File: config.mk
export PLATFORM = sky130hd
export DESIGN_NAME = inst_fetch
export DESIGN_NICKNAME = d
export VERILOG_FILES = /design/src/rtl/inst_fetch.sv
export SDC_FILE = /design/constraint.sdc
export NUM_CORES = 1
export LEC_CHECK = 0
export ABC_AREA = 0
export CELL_PAD_IN_SITES_DETAIL_PLACEMENT = 0
export CELL_PAD_IN_SITES_GLOBAL_PLACEMENT = 2
export CORE_UTILIZATION = 26
export CTS_CLUSTER_SIZE = 24
export DETAILED_ROUTE_END_ITERATION = 8
export PLACE_DENSITY_LB_ADDON = 0.05
export REMOVE_ABC_BUFFERS = 1
export SLEW_MARGIN = 20
export SYNTH_ARGS = -nofsm -noshare
export SYNTH_HDL_FRONTEND = slang
export SYNTH_SLANG_ARGS = --single-unit
File: constraint.sdc
create_clock -name i_clk -period 3 [get_ports i_clk]
set_input_delay 0.45 -clock i_clk [delete_from_list [all_inputs] [get_ports i_clk]]
set_output_delay 0.45 -clock i_clk [all_outputs]
set_load 0.03 [all_outputs]
File: src/rtl/inst_fetch.sv
// ---------------------------------------------------------------------------
// inst_fetch
//
// Instruction-fetch stage of the pipelined MIPS CPU. It holds the program
// counter, drives the word address to the instruction ROM, and captures the
// returned word into the IF/ID pipeline register. The next PC is one of:
// sequential fetch, a taken beq redirect, or a j redirect. Both redirects are
// resolved in ID. Stall and squash are handled here. A redirect costs one
// bubble, and there are no delay slots.
//
// Parameters
//   RESET_PC        PC loaded on reset (word aligned)
//   NOP_INST        instruction word used as a bubble
//
// Ports
//   i_clk           clock, rising edge
//   i_rst           synchronous active-high reset
//   i_stall         ID hazard: hold PC and IF/ID
//   i_branch_taken  ID resolved a taken beq
//   i_branch_off    beq 16-bit immediate from the instruction in ID
//   i_jump          ID holds a j
//   i_jump_idx      j 26-bit target index from the instruction in ID
//   o_rom_addr      byte address to the ROM (equal to o_pc)
//   i_rom_inst      combinational ROM data for o_rom_addr
//   o_pc            current fetch PC
//   o_id_inst       IF/ID instruction
//   o_id_pc4        IF/ID fetch PC + 4
//   o_id_valid      IF/ID holds a real instruction (not a bubble)
// ---------------------------------------------------------------------------
module inst_fetch #(
    parameter logic [31:0] RESET_PC = 32'h0000_0000,
    parameter logic [31:0] NOP_INST = 32'h0000_0000
) (
    input  logic        i_clk,
    input  logic        i_rst,
    input  logic        i_stall,
    input  logic        i_branch_taken,
    input  logic [15:0] i_branch_off,
    input  logic        i_jump,
    input  logic [25:0] i_jump_idx,
    output logic [31:0] o_rom_addr,
    input  logic [31:0] i_rom_inst,
    output logic [31:0] o_pc,
    output logic [31:0] o_id_inst,
    output logic [31:0] o_id_pc4,
    output logic        o_id_valid
);

    typedef enum logic [1:0] {
        SEL_SEQ    = 2'd0,
        SEL_HOLD   = 2'd1,
        SEL_BRANCH = 2'd2,
        SEL_JUMP   = 2'd3
    } sel_t;

    // PC and IF/ID PC+4 are held as word addresses. This keeps the low two
    // address bits zero by construction.
    logic [29:0] r_pc_w;
    logic [31:0] r_id_inst;
    logic [29:0] r_id_pc4_w;
    logic        r_id_valid;

    logic [29:0] w_pc4_w;
    logic [29:0] w_br_target_w;
    logic [29:0] w_jmp_target_w;
    sel_t        w_sel;

    logic [29:0] w_pc_nxt_w;
    logic [31:0] w_id_inst_nxt;
    logic [29:0] w_id_pc4_nxt_w;
    logic        w_id_valid_nxt;

    assign w_pc4_w = r_pc_w + 30'd1;

    // Redirect targets use the registered PC+4 of the instruction now in ID.
    // This is not the PC currently being fetched.
    assign w_br_target_w  = r_id_pc4_w + {{14{i_branch_off[15]}}, i_branch_off};
    assign w_jmp_target_w = {r_id_pc4_w[29:26], i_jump_idx};

    // Priority: jump > branch > stall > sequential. A redirect raised
    // against a bubble in ID is meaningless, so it only counts when IF/ID
    // holds a real instruction.
    always_comb begin
        w_sel = SEL_SEQ;
        if (i_jump && r_id_valid) begin
            w_sel = SEL_JUMP;
        end else if (i_branch_taken && r_id_valid) begin
            w_sel = SEL_BRANCH;
        end else if (i_stall) begin
            w_sel = SEL_HOLD;
        end
    end

    always_comb begin
        w_pc_nxt_w     = r_pc_w;
        w_id_inst_nxt  = r_id_inst;
        w_id_pc4_nxt_w = r_id_pc4_w;
        w_id_valid_nxt = r_id_valid;
        case (w_sel)
            SEL_SEQ: begin
                w_pc_nxt_w     = w_pc4_w;
                w_id_inst_nxt  = i_rom_inst;
                w_id_pc4_nxt_w = w_pc4_w;
                w_id_valid_nxt = 1'b1;
            end
            SEL_HOLD: begin
                w_pc_nxt_w     = r_pc_w;
            end
            SEL_BRANCH: begin
                // Squash the wrong-path fetch currently in IF.
                w_pc_nxt_w     = w_br_target_w;
                w_id_inst_nxt  = NOP_INST;
                w_id_pc4_nxt_w = 30'd0;
                w_id_valid_nxt = 1'b0;
            end
            SEL_JUMP: begin
                w_pc_nxt_w     = w_jmp_target_w;
                w_id_inst_nxt  = NOP_INST;
                w_id_pc4_nxt_w = 30'd0;
                w_id_valid_nxt = 1'b0;
            end
            default: begin
                w_pc_nxt_w     = r_pc_w;
            end
        endcase
    end

    always_ff @(posedge i_clk) begin
        if (i_rst) begin
            r_pc_w     <= RESET_PC[31:2];
            r_id_inst  <= NOP_INST;
            r_id_pc4_w <= 30'd0;
            r_id_valid <= 1'b0;
        end else begin
            r_pc_w     <= w_pc_nxt_w;
            r_id_inst  <= w_id_inst_nxt;
            r_id_pc4_w <= w_id_pc4_nxt_w;
            r_id_valid <= w_id_valid_nxt;
        end
    end

    assign o_pc       = {r_pc_w, 2'b00};
    assign o_rom_addr = {r_pc_w, 2'b00};
    assign o_id_inst  = r_id_inst;
    assign o_id_pc4   = {r_id_pc4_w, 2'b00};
    assign o_id_valid = r_id_valid;

endmodule

-- After elaboration in Yosys (flattened, before gate mapping)
Cells that the tools add are included.
- register bits after elaboration: 93
- word-level logic and storage cells: 21
- add/subtract/negate cells: 2
- equality and inequality tests: 3
- reductions and logical operators: 5
- mux-type cells: 7
- operator list (kind ; number):
    30-bit case mux with 3 select lines ; 1
    32-bit case mux with 2 select lines ; 1
    30-bit case mux with 2 select lines ; 1
    30-bit by 1-bit adder with 30-bit output, second input constant ; 1
    30-bit adder ; 1
    2-bit equality test, second input constant ; 2
    2-bit two-way mux ; 2
    2-bit by 1-bit equality test with 1-bit output, second input constant ; 1
    1-bit logical AND ; 2
    2-bit logical NOT ; 1
    1-bit case mux with 2 select lines ; 1
    2-bit nonzero test ; 1
    2-bit OR reduction ; 1
    1-bit two-way mux ; 1

-- Longest topological paths before layout
- depth after elaboration: 6
- mapped depth: 11
- mapped depth without buffers: 11

-- Worst setup path before layout
No wires, ideal clock.
- path type: register to register
- start: register r_pc_w[8]
- end: register r_pc_w[29]
- setup time: 0.127 ns
- data arrival time: 2.545 ns
- cell stages (with the launch flop): 11
- path slack: 0.328 ns
- path buffers: 2
- path through: dfxtp_1 > and4_1 > nand4_2 > or3b_1 > buf_2 > or2_1 > buf_6 > nor3_4 > xnor2_1 > o32ai_2 > or3_1
- cells in the longest elaborated chain, start to end: 2
- RTL lines (item ; RTL line ; source):
    start: declaration ; 58 ; logic [29:0] r_pc_w;
    start signal: assignment ; 130 ; r_pc_w <= RESET_PC[31:2];
    start signal: assignment ; 135 ; r_pc_w <= w_pc_nxt_w;
    30-bit by 1-bit adder with 30-bit output ; 73 ; assign w_pc4_w = r_pc_w + 30'd1;
    30-bit case mux with 3 select lines ; 99 ; case (w_sel)
No other way between the ends.
A chain may end at the register's enable or synchronous reset.

-- Worst setup path after layout
- start: input i_branch_off[0]
- end: register r_pc_w[26]
- cells in the longest elaborated chain, start to end: 2
- RTL lines (item ; RTL line ; source):
    start: declaration ; 38 ; input logic [15:0] i_branch_off,
    30-bit adder ; 77 ; assign w_br_target_w = r_id_pc4_w + {{14{i_branch_off[15]}}, i_branch_off};
    30-bit case mux with 3 select lines ; 99 ;
No other way between the ends.

==> results.md <==
* Type of the worst setup path: in -> reg
* Count of clock tree sinks at 93
* Async set-reset flop share out of synthesis at 0
* Register clock-pin slew on the reported worst setup and hold paths at ~0.080 ns
* Total standard cell area after synthesis at about 6300 µm²
* Worst path slowest cell: sky130_fd_sc_hd__clkdlybuf4s50_1
* Global-route wire length before repair at around 37000 µm
* Die ar. at 24700 µm²
* Power density of the placed cells at about 400 nW/µm²
* Number of design rule violations left after detail routing at 0
* Final Hold Vio Count at 0
* Leakage power of the design at 0.00364 µW
* Antenna violations before repair at 0
* Number of clock buffers inserted by TritonCTS at 9
* Count of nets after finishing at approximately 1200
* Maximum net fanout on the critical path at 4
* Number of buffer cells added on primary ports at ~200
* Ratio of cells with drive above 1 in the final layout at 0.106
* Starting density of the core at 0.266
* TritonCTS clock tree: done
* Total Neg Setup Slack at 0 ns
* Highest metal used: met4
* HPWL after detailed placement at around 19000 µm
* Count of warnings emitted by yosys at 0
* Combined global-route utilization of all metal layers at 0.199
* Number of setup violations in the final report at 0
* Worst IR drop on VDD at between 200 and 250 µV
* Met3 routed WL at about 1000 µm
* Unrepaired setup endpoints after global routing: false
* Number of global-route vias before repair at 6698
* Post-placement worst setup slack at -0.199 ns
* Share of the clock period used by the worst path at 0.935
* Clock skew after layout at ~0.0085 ns
* Max-cap check violation count at 0
* Final core utilization at 0.392
* Final Wtd Congestion at between 0.8 and 0.9
* Maximum level of the CTS H-tree at 3
* Total instance count after detailed placement at 1348
* Top-Level Pins at ~210
* Number of distinct library cells after synthesis at 68
* Number of gates resized after CTS at 0
* Number of synthesized flops with an enable pin at 0
* Share of the synthesized area in the top cell type at 0.298
* Iteration-0 DRC count of the detailed router at roughly 380
* Final Slew Violations at 0
* Sum of routed wire length over all layers at 24300 µm
* Critical Path Source Type: primary input
* Hold buffer count at cts at 0
* Classification of the worst-slack hold path: reg -> reg
* Master cell of the clock root buffer: sky130_fd_sc_hd__clkbuf_16
* Outcome: finished clean
* Arrival time reported for the critical path endpoint at approximately 3.0 ns
* Post-route insts no fill at between 1000 and 1500
* Tightest Pin Transition at roughly 0.67 ns
* Peak Freq at around 360 MHz
* Grt ovf at 0
* Area growth from synthesis to layout at 47.5%
* Element type at the critical path end: flip-flop
* Chip height at 157 µm
* Post-detailed-route wirelength per cell at approximately 18 µm
* Commonest cells after routing, fill and taps aside: sky130_fd_sc_hd__clkdlybuf4s50_1, sky130_fd_sc_hd__nor2_1, sky130_fd_sc_hd__dfxtp_1
* Required time worst endpoint at around 3.2 ns
* Pin count of the biggest net entering global routing at between 40 and 50
* First-pass DRT Iterations at 5
* Number of buffers inserted by post-CTS setup repair at 0
* Met2 routed WL at between 10000 and 15000 µm
* Number of vias per cell at 4.91
* Multi-input gate area in the final layout at 3930 µm²
* Synth Flop Type: sky130_fd_sc_hd__dfxtp_1
* Minimum clock period at between 2 and 3 ns
* Leading area contributor after synthesis: sky130_fd_sc_hd__dfxtp_1
* Relative max-transition margin at 0.549
* Hold WS at 0.486 ns
* Number of filler cells placed in the layout at around 2500
* Number of core rows at 56
* Core region area at between 20000 and 25000 µm²
* Die Wd at 157 µm
* Post-synthesis sequential element count at 93
* Mean instance size in the synthesized netlist at 7.67 µm²
* Largest buffer count on any clock path at 2
* Number of antenna diodes at 0
* Routed metal-1 wire length at ~11000 µm
* Slowest Stage Delay on Critical Path at 0.46 ns
* Sequential area share after synthesis at 0.298
* Final WS setup at a little under 0.2 ns
* Cells traversed along the worst timing path: clkdlybuf4s50_1 > ha_1 > inv_1 > fa_1 > nor2b_1 > o31ai_1 > o2bb2ai_1 > o21a_1 > o31a_1 > o21ai_0 > xnor2_1 > o22ai_1
* Via count at 6696
* Source-to-sink clock delay at the later pin of the worst-skew pair at approximately 0.36 ns
* Register cell area after layout at about 1900 µm²
* Most common cell after layout, fill and taps aside: sky130_fd_sc_hd__clkdlybuf4s50_1
* Antenna Nets Post-Route at 0
* Post-synthesis instance total at approximately 820
* Biggest area contributors in the synthesized netlist: sky130_fd_sc_hd__dfxtp_1, sky130_fd_sc_hd__a21oi_1, sky130_fd_sc_hd__nor2_1
[worst paths after layout]
kind	start	slack (ns)	endpoint	cells past startpoint
max	i_branch_off[0]	0.19	r_pc_w[26]	12
min	r_id_pc4_w[11]	0.49	r_id_pc4_w[11]	2
max reg2reg	r_pc_w[0]	0.29	r_pc_w[26]	8
min reg2reg	r_id_pc4_w[11]	0.49	r_id_pc4_w[11]	2
[per-stage QoR]
step	total power [µW]	area, µm²
detailed placement	2440	8910
global placement	2430	8910
finish	3710	9230
global route	3900	9230
floorplan	1890	5840
CTS	3760	9230
[where the power goes]
part           switching (µW)  internal (µW)  total, µW
Clock                     569            735       1300
Combinational             572            465       1040
Sequential               68.2           1300       1370
Total                    1210           2500       3710
[synth_stat cells, types with 2 or more instances]
library cell and instances:
sky130_fd_sc_hd__nor3b_1 10, sky130_fd_sc_hd__a222oi_1 2, sky130_fd_sc_hd__buf_1 6, sky130_fd_sc_hd__o32ai_1 2, sky130_fd_sc_hd__a2bb2oi_1 2, sky130_fd_sc_hd__nand2b_1 4, sky130_fd_sc_hd__nor2_1 111, sky130_fd_sc_hd__a221oi_1 2
sky130_fd_sc_hd__o211ai_1 4, sky130_fd_sc_hd__nor3_1 15, sky130_fd_sc_hd__buf_4 36, sky130_fd_sc_hd__o21bai_1 3, sky130_fd_sc_hd__o22ai_1 12, sky130_fd_sc_hd__nand3_2 2, sky130_fd_sc_hd__a21oi_1 89, sky130_fd_sc_hd__o21a_1 5
sky130_fd_sc_hd__a21o_1 3, sky130_fd_sc_hd__nor3_4 2, sky130_fd_sc_hd__o2111ai_1 2, sky130_fd_sc_hd__nor2b_1 4, sky130_fd_sc_hd__xor2_1 27, sky130_fd_sc_hd__and3_1 13, sky130_fd_sc_hd__a211oi_1 5, sky130_fd_sc_hd__and4_1 5
sky130_fd_sc_hd__a22oi_1 2, sky130_fd_sc_hd__mux2i_1 41, sky130_fd_sc_hd__clkbuf_1 32, sky130_fd_sc_hd__or3_1 4, sky130_fd_sc_hd__dfxtp_1 93, sky130_fd_sc_hd__a31oi_1 5, sky130_fd_sc_hd__o21ai_0 56, sky130_fd_sc_hd__xnor2_1 24
sky130_fd_sc_hd__nand2_1 79, sky130_fd_sc_hd__inv_1 14, sky130_fd_sc_hd__ha_1 30, sky130_fd_sc_hd__nor4_1 3, sky130_fd_sc_hd__o31ai_1 5, sky130_fd_sc_hd__nand4_1 11, sky130_fd_sc_hd__and2_1 4, sky130_fd_sc_hd__nand3_1 18
sky130_fd_sc_hd__buf_2 2
[state kept, by name, summed over array words and instances (netlist names)]
| signal | flops |
|---|---|
| o_id_valid | 1 |
| r_id_pc4_w | 30 |
| o_id_inst | 32 |
| r_pc_w | 30 |
[per-layer routing]
layer | up-vias | track usage
met5 | - | 0
met2 | 170 | 0.345
li1 | 3298 | -
met1 | 3208 | 0.258
met3 | 20 | 0.0292
met4 | 0 | 0.0513
[worst max-delay path: cells and delay by family]
family | cells | cell delay [ns]
compound gates | 6 | 1.22
xor+xnor | 1 | 0.14
fa+ha+maj | 2 | 0.54
buf+inv | 2 | 0.51
simple gates | 1 | 0.17
[area by class of cell]
type | count | area share
multi-input combinational | 636 | 0.425
clock inverter | 6 | 0.0102
clock buffer | 9 | 0.0244
inverter | 15 | 0.00610
timing repair buffer | 285 | 0.289
tap | 319 | 0.0433
sequential | 93 | 0.202
[cell families after synthesis]
kind of cell	after synthesis	synth area share
simple gates	294	0.223
compound gates	213	0.201
flops	93	0.298
buf+inv	92	0.0784
xor+xnor	51	0.0714
mux	41	0.0656
fa+ha+maj	31	0.0632
other cells	1	0.000599
Power figures use the tool's default switching activity.
